[src/rtl/aes_batch_sequencer_if.sv]
// Core-side bus between the batch sequencer (master) and the AES core (slave).
interface aes_batch_sequencer_if #(
    parameter int pPT_WIDTH = 128
);
    logic                 aes_load_o;
    logic [pPT_WIDTH-1:0] aes_pt_o;
    logic                 aes_busy_i;
    logic [pPT_WIDTH-1:0] aes_ct_i;

    modport master (
        output aes_load_o,
        output aes_pt_o,
        input  aes_busy_i,
        input  aes_ct_i
    );

    modport slave (
        input  aes_load_o,
        input  aes_pt_o,
        output aes_busy_i,
        output aes_ct_i
    );
endinterface

[src/rtl/aes_batch_sequencer.sv]
// Runs a programmed batch of back-to-back AES encryptions, with optional ciphertext chaining,
// an idle gap between operations and a side-channel trigger window around each one.
//   state     | meaning
//   IDLE      | waiting for an accepted start
//   LOAD      | one-cycle load strobe to the core, trigger window opens
//   WAIT_BUSY | waiting for core busy to rise, bounded by pTMO
//   RUN       | core encrypting; busy falling captures the ciphertext
//   GAP       | idle cycles between encryptions
//   DONE      | one-cycle completion pulse (also ends a timed-out batch)
module aes_batch_sequencer #(
    parameter int pPT_WIDTH  = 128,
    parameter int pCNT_WIDTH = 16,
    parameter int pDLY_WIDTH = 8,
    parameter int pTMO       = 4
) (
    input  logic                  crypto_clk,
    input  logic                  reset_i,
    input  logic                  start_i,
    input  logic                  abort_i,
    input  logic [pCNT_WIDTH-1:0] count_i,
    input  logic                  chain_i,
    input  logic [pDLY_WIDTH-1:0] delay_i,
    input  logic [pPT_WIDTH-1:0]  pt_i,
    aes_batch_sequencer_if.master core,
    output logic                  trigger_o,
    output logic                  busy_o,
    output logic                  done_o,
    output logic                  err_o,
    output logic [pPT_WIDTH-1:0]  ct_o,
    output logic [pCNT_WIDTH-1:0] iter_o
);

    localparam int TMO_W = $clog2(pTMO + 1);

    typedef enum logic [2:0] {
        S_IDLE,
        S_LOAD,
        S_WAIT_BUSY,
        S_RUN,
        S_GAP,
        S_DONE
    } state_t;

    state_t                state, state_next;
    logic [pCNT_WIDTH-1:0] count_q;
    logic                  chain_q;
    logic [pDLY_WIDTH-1:0] delay_q;
    logic [pPT_WIDTH-1:0]  wpt, wpt_next;
    logic [pDLY_WIDTH-1:0] gap_cnt;
    logic [TMO_W-1:0]      tmo_cnt;
    logic                  accept;
    logic                  capture;
    logic                  set_err;

    always_comb begin
        state_next = state;
        wpt_next   = wpt;
        accept     = 1'b0;
        capture    = 1'b0;
        set_err    = 1'b0;

        case (state)
            S_IDLE: begin
                if (start_i && !core.aes_busy_i && !abort_i) begin
                    accept     = 1'b1;
                    wpt_next   = pt_i;
                    state_next = S_LOAD;
                end
            end
            S_LOAD: state_next = S_WAIT_BUSY;
            S_WAIT_BUSY: begin
                if (core.aes_busy_i) begin
                    state_next = S_RUN;
                end else if (tmo_cnt == TMO_W'(pTMO - 1)) begin
                    set_err    = 1'b1;
                    state_next = S_DONE;
                end
            end
            S_RUN: begin
                if (!core.aes_busy_i) begin
                    capture = 1'b1;
                    if (chain_q) wpt_next = core.aes_ct_i;
                    if (iter_o + pCNT_WIDTH'(1) == count_q) state_next = S_DONE;
                    else if (delay_q == '0)                 state_next = S_LOAD;
                    else                                    state_next = S_GAP;
                end
            end
            S_GAP: begin
                if (gap_cnt == pDLY_WIDTH'(1)) state_next = S_LOAD;
            end
            S_DONE: state_next = S_IDLE;
            default: state_next = S_IDLE;
        endcase

        // Abort beats every other transition and must leave ct/iter/err/plaintext untouched.
        if (state != S_IDLE && abort_i) begin
            state_next = S_IDLE;
            wpt_next   = wpt;
            capture    = 1'b0;
            set_err    = 1'b0;
        end
    end

    always_ff @(posedge crypto_clk) begin
        if (reset_i) begin
            state           <= S_IDLE;
            count_q         <= '0;
            chain_q         <= 1'b0;
            delay_q         <= '0;
            wpt             <= '0;
            gap_cnt         <= '0;
            tmo_cnt         <= '0;
            core.aes_load_o <= 1'b0;
            core.aes_pt_o   <= '0;
            trigger_o       <= 1'b0;
            busy_o          <= 1'b0;
            done_o          <= 1'b0;
            err_o           <= 1'b0;
            ct_o            <= '0;
            iter_o          <= '0;
        end else begin
            state <= state_next;
            wpt   <= wpt_next;

            if (accept) begin
                count_q <= (count_i == '0) ? pCNT_WIDTH'(1) : count_i;
                chain_q <= chain_i;
                delay_q <= delay_i;
            end

            if (state == S_WAIT_BUSY) tmo_cnt <= tmo_cnt + TMO_W'(1);
            else                      tmo_cnt <= '0;

            if (state == S_RUN && state_next == S_GAP) gap_cnt <= delay_q;
            else if (state == S_GAP)                   gap_cnt <= gap_cnt - pDLY_WIDTH'(1);

            // Outputs are registered decodes of the next state so they line up with it.
            core.aes_load_o <= (state_next == S_LOAD);
            trigger_o       <= (state_next == S_LOAD) || (state_next == S_WAIT_BUSY) ||
                               (state_next == S_RUN);
            busy_o          <= (state_next != S_IDLE);
            done_o          <= (state_next == S_DONE);

            if (state_next == S_LOAD) core.aes_pt_o <= wpt_next;

            if (accept)       err_o <= 1'b0;
            else if (set_err) err_o <= 1'b1;

            if (accept)       iter_o <= '0;
            else if (capture) iter_o <= iter_o + pCNT_WIDTH'(1);

            if (capture) ct_o <= core.aes_ct_i;
        end
    end

endmodule

[src/flat_wrapper.sv]
// flat-port wrapper written by rule: the top's interface ports become plain ports
module aes_batch_sequencer_flat 
#(
    parameter int pPT_WIDTH  = 128,
    parameter int pCNT_WIDTH = 16,
    parameter int pDLY_WIDTH = 8,
    parameter int pTMO       = 4
)
  (crypto_clk, reset_i, start_i, abort_i, count_i, chain_i, delay_i, pt_i, trigger_o, busy_o, done_o, err_o, ct_o, iter_o, core_aes_load_o, core_aes_pt_o, core_aes_busy_i, core_aes_ct_i);
  aes_batch_sequencer_if #(.pPT_WIDTH(pPT_WIDTH)) core_i ();
  input  logic crypto_clk;
  input  logic reset_i;
  input  logic start_i;
  input  logic abort_i;
  input  logic [pCNT_WIDTH-1:0] count_i;
  input  logic chain_i;
  input  logic [pDLY_WIDTH-1:0] delay_i;
  input  logic [pPT_WIDTH-1:0] pt_i;
  output logic trigger_o;
  output logic busy_o;
  output logic done_o;
  output logic err_o;
  output logic [pPT_WIDTH-1:0] ct_o;
  output logic [pCNT_WIDTH-1:0] iter_o;
  output wire logic [$bits(core_i.aes_load_o)-1:0] core_aes_load_o;
  output wire logic [$bits(core_i.aes_pt_o)-1:0] core_aes_pt_o;
  input wire logic [$bits(core_i.aes_busy_i)-1:0] core_aes_busy_i;
  input wire logic [$bits(core_i.aes_ct_i)-1:0] core_aes_ct_i;
  assign core_aes_load_o = core_i.aes_load_o;
  assign core_aes_pt_o = core_i.aes_pt_o;
  assign core_i.aes_busy_i = core_aes_busy_i;
  assign core_i.aes_ct_i = core_aes_ct_i;
  aes_batch_sequencer #(.pPT_WIDTH(pPT_WIDTH), .pCNT_WIDTH(pCNT_WIDTH), .pDLY_WIDTH(pDLY_WIDTH), .pTMO(pTMO)) u_core (.crypto_clk(crypto_clk), .reset_i(reset_i), .start_i(start_i), .abort_i(abort_i), .count_i(count_i), .chain_i(chain_i), .delay_i(delay_i), .pt_i(pt_i), .core(core_i), .trigger_o(trigger_o), .busy_o(busy_o), .done_o(done_o), .err_o(err_o), .ct_o(ct_o), .iter_o(iter_o));
endmodule
[config.mk]
export PLATFORM = sky130hd
export DESIGN_NAME = aes_batch_sequencer_flat
export DESIGN_NICKNAME = d
export VERILOG_FILES = /design/src/rtl/aes_batch_sequencer_if.sv /design/src/rtl/aes_batch_sequencer.sv /design/src/flat_wrapper.sv
export SDC_FILE = /design/constraint.sdc
export NUM_CORES = 1
export LEC_CHECK = 0
export ABC_AREA = 0
export BUFFER_PORTS_ARGS = -buffer_cell sky130_fd_sc_hd__buf_4
export CAP_MARGIN = 15
export CORE_AREA = 2 2 218 220
export DETAILED_ROUTE_END_ITERATION = 8
export DIE_AREA = 0 0 220 222
export PLACE_DENSITY = 0.74
export SYNTH_ARGS = -nofsm -noshare
export SYNTH_HDL_FRONTEND = slang
export SYNTH_SLANG_ARGS = --single-unit
[constraint.sdc]
create_clock -name crypto_clk -period 8.3 [get_ports crypto_clk]
set_input_delay 1.66 -clock crypto_clk [delete_from_list [all_inputs] [get_ports crypto_clk]]
set_output_delay 1.66 -clock crypto_clk [all_outputs]
set_load 0.01 [all_outputs]
==> metrics.log, run 1 <==
INFO  metric critical_path.max_fanout = 129
INFO  metric grt_start_max_net_pins = 134
INFO  metric tritoncts = yes
INFO  metric cts_buffer_depth = 3
INFO  metric final.setup.tns = 0 ps
INFO  metric grt_pass1_wl = 85400 microns
INFO  metric placeableCoreArea = 0.0463 sq mm
INFO  metric synthAdderAreaFrac = 0.353%
INFO  metric peakVddDrop = 0.135 mV
INFO  metric number_of_buffer_and_inverter_stages_on_the_critical_path = 1
INFO  metric synth_async_sr_flop_share = 0%
INFO  metric mostFrequentLayoutCell = sky130_fd_sc_hd__buf_4
INFO  metric power_leakage = 9.91 nW
INFO  metric cts.hold.buffers_added = 0
INFO  metric maxClockFrequency = 230 MHz
INFO  metric postLayoutCoreUtil = 51.4%
INFO  metric placedInstanceArea = 0.0221 sq mm
INFO  metric detailroute.via_count = 15551
INFO  metric finalClockSkew = 27.5 ps
INFO  metric synth.yosys.seq_area_share = 50.1%
INFO  metric dieWidth = 220 microns
INFO  metric layout.cells.most_common_list = sky130_fd_sc_hd__buf_4, sky130_fd_sc_hd__dfxtp_1, sky130_fd_sc_hd__nand2_1
INFO  metric path_class = flip-flop to flip-flop
INFO  metric powerDensity = 200 mW/mm^2
INFO  metric y_dimension_of_the_die = 222 microns
INFO  metric clock_transition_time_at_the_flip_flop_clock_pins_of_the_worst_setup_and_hold_paths = 60 ps
INFO  metric synth-main-ff-cell = sky130_fd_sc_hd__dfxtp_1
INFO  metric yosys.area_share.xor_xnor = 1.98%
INFO  metric dp_hpwl = 39100 microns
INFO  metric route.detailed.drc = 0
INFO  metric final_period_util = 52.4%
INFO  metric routed_wire_length_per_instance = 18.6 microns
INFO  metric dr.pass1.iters = 5
INFO  metric cts_made_buffers = 48
INFO  metric route.detailed.vias_per_inst = 5.14
INFO  metric post_synth_main_area_contributors = sky130_fd_sc_hd__dfxtp_1, sky130_fd_sc_hd__nand2_1, sky130_fd_sc_hd__mux2_4
INFO  metric gpl.final_weighted_congestion = 0.879
INFO  metric num_io_pins = 563
INFO  metric share_of_the_synthesized_area_in_compound_gates_ao_oa_aoi_oai = 15.6%
INFO  metric grt-ovfl-total = 0
INFO  metric power = 4.77 mW
INFO  metric setup_viol = 0
INFO  metric slew_at_the_pin_closest_to_its_max_slew_limit = 1400 ps
INFO  metric post_synth_and_or_nand_nor_area_fraction = 17.1%
INFO  metric crit_family = compound AO/OA/AOI/OAI gates
INFO  metric muxShareOfSynthArea = 10.4%
INFO  metric worstPathRequired = 8750 ps
INFO  metric post_route_cells_drive_above_1_share = 32.3%
INFO  metric grt_use_total = 22.0%
INFO  metric worstPathCellList = ha_1, nand3_4, or3_1, a2111oi_2, o2111ai_1, a2111o_1, o21a_1, o211ai_4, buf_12, mux2_2
INFO  metric cp-start-kind = flip-flop
INFO  metric number_of_antenna_violations_at_the_first_check_in_global_routing = 1
INFO  metric cts_repair_resize_count = 0
INFO  metric postCtsSetupRepairBufs = 0
INFO  metric fp-row-count = 79
INFO  metric drt_iter0_markers = 1035
INFO  metric grt_setup_unrepaired = false
INFO  metric nNetsFinal = 2675
INFO  metric floorplan.initialDensity = 38.3%
INFO  metric cts.sinks = 444
INFO  metric final.hold.worst_slack = 445 ps
INFO  metric synthesis.instances = 1908
INFO  metric grt_pass1_vias = 15318
INFO  metric buffer_cell_driving_the_clock_tree_root = sky130_fd_sc_hd__clkbuf_16
INFO  metric layout.cell_area.non_filler = 0.0238 sq mm
INFO  metric critical_path.slowest_cell = sky130_fd_sc_hd__dfxtp_1
INFO  metric htree_levels = 2
INFO  metric area_delta_synth_final = 34.1%
INFO  metric ys.warnings.count = 0
INFO  metric run_status = finished, final reports clean
INFO  metric clkLatencyLatePin = 580 ps
INFO  metric final.min_clock_period = 4350 ps
INFO  metric dieArea = 0.0488 sq mm
INFO  metric synth_area = 0.0177 sq mm
INFO  metric slew-limit-headroom = 6.45%
INFO  metric synth_cell_types = 58
INFO  metric worst-endpoint-arrival = 4800 ps
INFO  metric final_hold_viol_count = 0
INFO  metric cap_viol_max_count = 0
INFO  metric post-synth-top-area-cell = sky130_fd_sc_hd__dfxtp_1
INFO  metric buffer_ports.inserted = 562
INFO  metric worst_setup_path_end_kind = flip-flop
INFO  metric min_path_type = flip-flop to flip-flop
INFO  metric postSynthAreaPerCell = 9.30 sq um
INFO  metric route.antenna.remaining_nets = 0
INFO  metric yosys.area.top_type_share = 50.1%
INFO  metric yosys_register_bits = 444
INFO  metric number_of_synthesized_flops_with_an_enable_pin = 0
INFO  metric timing.critical_path.slowest_cell_delay = 470 ps
INFO  metric syn-num-nets = 2199
INFO  metric total_routed_length = 56300 microns
INFO  metric combinational_family_with_the_most_area_after_synthesis = simple AND/OR/NAND/NOR gates
INFO  metric drv_slew = 0
through the flow:
| step | cells | setup WS, ps |
|---|---|---|
| 2_1_floorplan | 1908 | 5000 |
| 3_3_place_gp | 2941 | 3960 |
| 3_5_place_dp | 2941 | 3890 |
| 4_1_cts | 3027 | 4120 |
| 5_1_grt | 3028 | 3930 |
| 6_report | 3028 | 3950 |
registers in the layout, indices dropped and copies added (netlist names):
name,count
u_core.busy_o,1
u_core.chain_q,1
u_core.core.aes_load_o,1
u_core.core.aes_pt_o,128
u_core.count_q,16
u_core.ct_o,128
u_core.delay_q,8
u_core.done_o,1
u_core.err_o,1
u_core.gap_cnt,8
u_core.iter_o,16
u_core.state,3
u_core.tmo_cnt,3
u_core.trigger_o,1
u_core.wpt,128
cell families (layout without fill, tap and decap cells):
family	Yosys count	in the layout
AOI/OAI and AO/OA	458	458
xor gates and xnor gates	37	37
adders and majority gates	5	5
buffers and inverters	156	668
DFF	444	444
muxes	130	130
other	0	1
and+or+nand+nor	678	678
area by class of cell:
cell class	count	area (sq um)
Antenna cell	1	2.50
Clock buffer	69	1420
Clock inverter	17	275
Fill cell	4186	22500
Inverter	8	30.0
Multi-Input combinational cell	1308	8080
Sequential cell	444	8890
Tap cell	607	759
Timing Repair Buffer	574	4330
synthesized netlist by cell type (all sizes together) (2+ instances only):
cell type	count
dfxtp	444
nand2	430
a21oi	276
nor2b	131
mux2	129
a22oi	128
clkbuf	119
nor2	54
buf	29
xnor2	18
xor2	17
nand3	14
a22o	12
nor3	11
o21ai	11
a211oi	10
nor4	9
inv	8
and3	5
ha	5
or3	5
nand2b	4
nand4	4
a31oi	3
and2	3
o21a	3
nor3b	2
o22ai	2
or4	2
xnor3	2
worst paths after layout:
| check | startpoint | depth (start not counted) | slack (ps) | to |
|---|---|---|---|---|
| worst max register to register | u_core.iter_o[0] | 10 | 3950 | u_core.core.aes_pt_o[48] |
| worst max-delay path | u_core.iter_o[0] | 10 | 3950 | u_core.core.aes_pt_o[48] |
| worst min-delay path | u_core.tmo_cnt[0] | 1 | 450 | u_core.tmo_cnt[0] |
| worst min register to register | u_core.tmo_cnt[0] | 1 | 450 | u_core.tmo_cnt[0] |
power by group:
| part | leakage (nW) | internal [mW] | switching, mW |
|---|---|---|---|
| combinational | 5.50 | 0.147 | 0.160 |
| sequential | 3.59 | 2.16 | 0.0134 |
| clock | 0.827 | 1.40 | 0.878 |
| total | 9.91 | 3.72 | 1.05 |
routing by layer:
metal / vias up / part of all wire, % / global-route usage, %
met5: - / 0 / 0
met4: 0 / 3.3 / 8.16
met3: 110 / 8.6 / 6.69
met2: 578 / 49 / 37.7
met1: 7405 / 39 / 25.6
li1: 7458 / - / -
Note: power is estimated with default switching activity, not from simulation.
==> run 2, diff against run 1 <==
Settings changed: PLACE_DENSITY 0.74 to 0.76.
Clock period 8.3 ns to 3.6 ns, I/O delays scaled along.
==> metrics.log, run 2 (synthesis gave the netlist of run 1 again) <==
INFO  metric setup_viol = 0
INFO  metric cts_buffer_depth = 3
INFO  metric route.detailed.drc = 0
INFO  metric timing.critical_path.slowest_cell_delay = 410 ps
INFO  metric drt_iter0_markers = 1006
INFO  metric fp-row-count = 79
INFO  metric crit_family = compound AO/OA/AOI/OAI gates
INFO  metric path_class = flip-flop to flip-flop
INFO  metric buffer_cell_driving_the_clock_tree_root = sky130_fd_sc_hd__clkbuf_16
INFO  metric power_leakage = 10.1 nW
INFO  metric cap_viol_max_count = 0
INFO  metric rr_endpoint = u_core.core.aes_pt_o[72]
INFO  metric placeableCoreArea = 0.0463 sq mm
INFO  metric buffer_ports.inserted = 562
INFO  metric y_dimension_of_the_die = 222 microns
INFO  metric grt-ovfl-total = 0
INFO  metric finalClockSkew = 13.4 ps
INFO  metric post_route_cells_drive_above_1_share = 32.9%
INFO  metric timing.rr.start = u_core.iter_o[1]
INFO  metric powerDensity = 450 mW/mm^2
INFO  metric worst-endpoint-arrival = 3910 ps
INFO  metric critical_path.slowest_cell = sky130_fd_sc_hd__or3_1
INFO  metric area_delta_synth_final = 35.7%
INFO  metric grt_start_max_net_pins = 129
INFO  metric top_regs = u_core.core.aes_pt_o x128, u_core.ct_o x128, u_core.wpt x128
INFO  metric dieWidth = 220 microns
INFO  metric cp-start-kind = flip-flop
INFO  metric min_path_type = input port to flip-flop
INFO  metric detailroute.via_count = 15643
INFO  metric floorplan.initialDensity = 38.3%
INFO  metric layout.cells.most_common_list = sky130_fd_sc_hd__buf_4, sky130_fd_sc_hd__dfxtp_1, sky130_fd_sc_hd__nand2_1
INFO  metric worstPathCellList = ha_2, nand3_4, or3_1, a2111oi_2, o2111ai_1, a2111o_1, o21a_1, o211ai_4, buf_12, buf_12, mux2_4
INFO  metric hold_path_startpoint = count_i[12]
INFO  metric whs_endpoint = u_core.count_q[12]
INFO  metric slew_at_the_pin_closest_to_its_max_slew_limit = 829 ps
INFO  metric num_io_pins = 563
INFO  metric final_hold_viol_count = 0
INFO  metric route.detailed.vias_per_inst = 5.13
INFO  metric run_status = finished, final reports clean
INFO  metric final.setup.tns = 0 ps
INFO  metric clkLatencyLatePin = 570 ps
INFO  metric met2_wirelength = 27900 microns
INFO  metric total_routed_length = 56600 microns
INFO  metric rrSetupSlack = 140 ps
INFO  metric grt_pass1_wl = 84500 microns
INFO  metric gpl.final_weighted_congestion = 0.882
INFO  metric number_of_antenna_violations_at_the_first_check_in_global_routing = 2
INFO  metric cts.hold.buffers_added = 0
INFO  metric dp_hpwl = 40200 microns
INFO  metric final_period_util = 96.1%
INFO  metric worstPathRequired = 4050 ps
INFO  metric grt_setup_unrepaired = false
INFO  metric critical_path.max_fanout = 27
INFO  metric tritoncts = yes
INFO  metric grt_use_total = 22.0%
INFO  metric worst_setup_path_end_kind = flip-flop
INFO  metric layout.cell_area.non_filler = 0.0241 sq mm
INFO  metric mostFrequentLayoutCell = sky130_fd_sc_hd__buf_4
INFO  metric final.hold.worst_slack = 370 ps
INFO  metric peakVddDrop = 0.297 mV
INFO  metric min_path_cells = 3
INFO  metric rr_worst_depth = 11
INFO  metric routed.top_layer = met5
INFO  metric cts.sinks = 444
INFO  metric final.min_clock_period = 3460 ps
INFO  metric slew-limit-headroom = 44.8%
INFO  metric number_of_buffer_and_inverter_stages_on_the_critical_path = 2
INFO  metric placedInstanceArea = 0.0224 sq mm
INFO  metric dr.pass1.iters = 7
INFO  metric route.layer.met1.wl = 22000 microns
INFO  metric routed_wire_length_per_instance = 18.5 microns
INFO  metric htree_levels = 2
INFO  metric clock_transition_time_at_the_flip_flop_clock_pins_of_the_worst_setup_and_hold_paths = 60 ps
INFO  metric dieArea = 0.0488 sq mm
INFO  metric drv_slew = 0
INFO  metric postLayoutCoreUtil = 52.0%
INFO  metric wl_met3 = 4750 microns
INFO  metric maxClockFrequency = 289 MHz
INFO  metric nNetsFinal = 2699
INFO  metric route.antenna.remaining_nets = 0
INFO  metric critical-path-top-cell-by-count = sky130_fd_sc_hd__buf_12
INFO  metric grt_pass1_vias = 15357
INFO  metric cts_made_buffers = 46
==> run 2: cell count changes in the layout (fill, tap and decap cells not counted) <==
| cell | previous run | this run |
|---|---|---|
| sky130_fd_sc_hd__buf_12 | 1 | 13 |
| sky130_fd_sc_hd__buf_4 | 572 | 586 |
| sky130_fd_sc_hd__bufinv_16 | 7 | 8 |
| sky130_fd_sc_hd__clkbuf_1 | 8 | 10 |
| sky130_fd_sc_hd__clkbuf_16 | 49 | 47 |
| sky130_fd_sc_hd__clkbuf_8 | 12 | 7 |
| sky130_fd_sc_hd__clkinv_2 | 5 | 7 |
| sky130_fd_sc_hd__ha_1 | 5 | 4 |
| sky130_fd_sc_hd__ha_2 | 0 | 1 |
==> run 2: final cells by class <==
| cell class | count | area (sq um) |
|---|---|---|
| Antenna cell | 1 | 2.50 |
| Clock buffer | 64 | 1310 |
| Clock inverter | 20 | 315 |
| Fill cell | 4083 | 22200 |
| Inverter | 8 | 30.0 |
| Multi-Input combinational cell | 1308 | 8080 |
| Sequential cell | 444 | 8890 |
| Tap cell | 607 | 759 |
| Timing Repair Buffer | 600 | 4670 |
==> run 2: repair_timing <==
| action | CTS | global route |
|---|---|---|
| setup endpoints to repair | 0 | 43 |
| resized for setup | 0 | 1 |
| setup buffers | 0 | 0 |
==> run 2: worst max path at each step <==
stage	depth (start not counted)	to	startpoint
floorplan	11	u_core.core.aes_pt_o[0]	u_core.iter_o[0]
global placement	11	u_core.core.aes_pt_o[73]	u_core.iter_o[0]
detailed placement	11	u_core.core.aes_pt_o[74]	u_core.iter_o[0]
CTS	11	u_core.core.aes_pt_o[81]	u_core.iter_o[0]
global route	11	u_core.core.aes_pt_o[16]	u_core.iter_o[0]
finish	11	u_core.core.aes_pt_o[72]	u_core.iter_o[1]
==> run 2: routing by layer <==
layer  GRT usage, %  vias to the layer above
li1               -                     7492
met1           25.0                     7434
met2           38.2                      607
met3           6.72                      108
met4           8.21                        2
met5              0                        -
==> run 2: worst min-delay path, cell delays in order <==
cell and delay, ps:
sky130_fd_sc_hd__buf_4 90, sky130_fd_sc_hd__nand2_1 40, sky130_fd_sc_hd__o21ai_0 60
==> run 2: power by group <==
part	total, mW	switching, mW	internal, mW	leakage, nW
sequential	5.02	0.0323	4.99	3.59
combinational	0.720	0.360	0.359	5.67
clock	5.09	1.97	3.12	0.791
total	10.8	2.37	8.47	10.1
==> run 2: through the flow <==
stage	power (mW)	instances	setup slack (ps)
finish	10.8	3052	139
CTS	11.0	3051	100
floorplan	5.44	1908	299
global route	11.2	3052	2.42
detailed placement	5.85	2967	125
global placement	5.83	2967	151
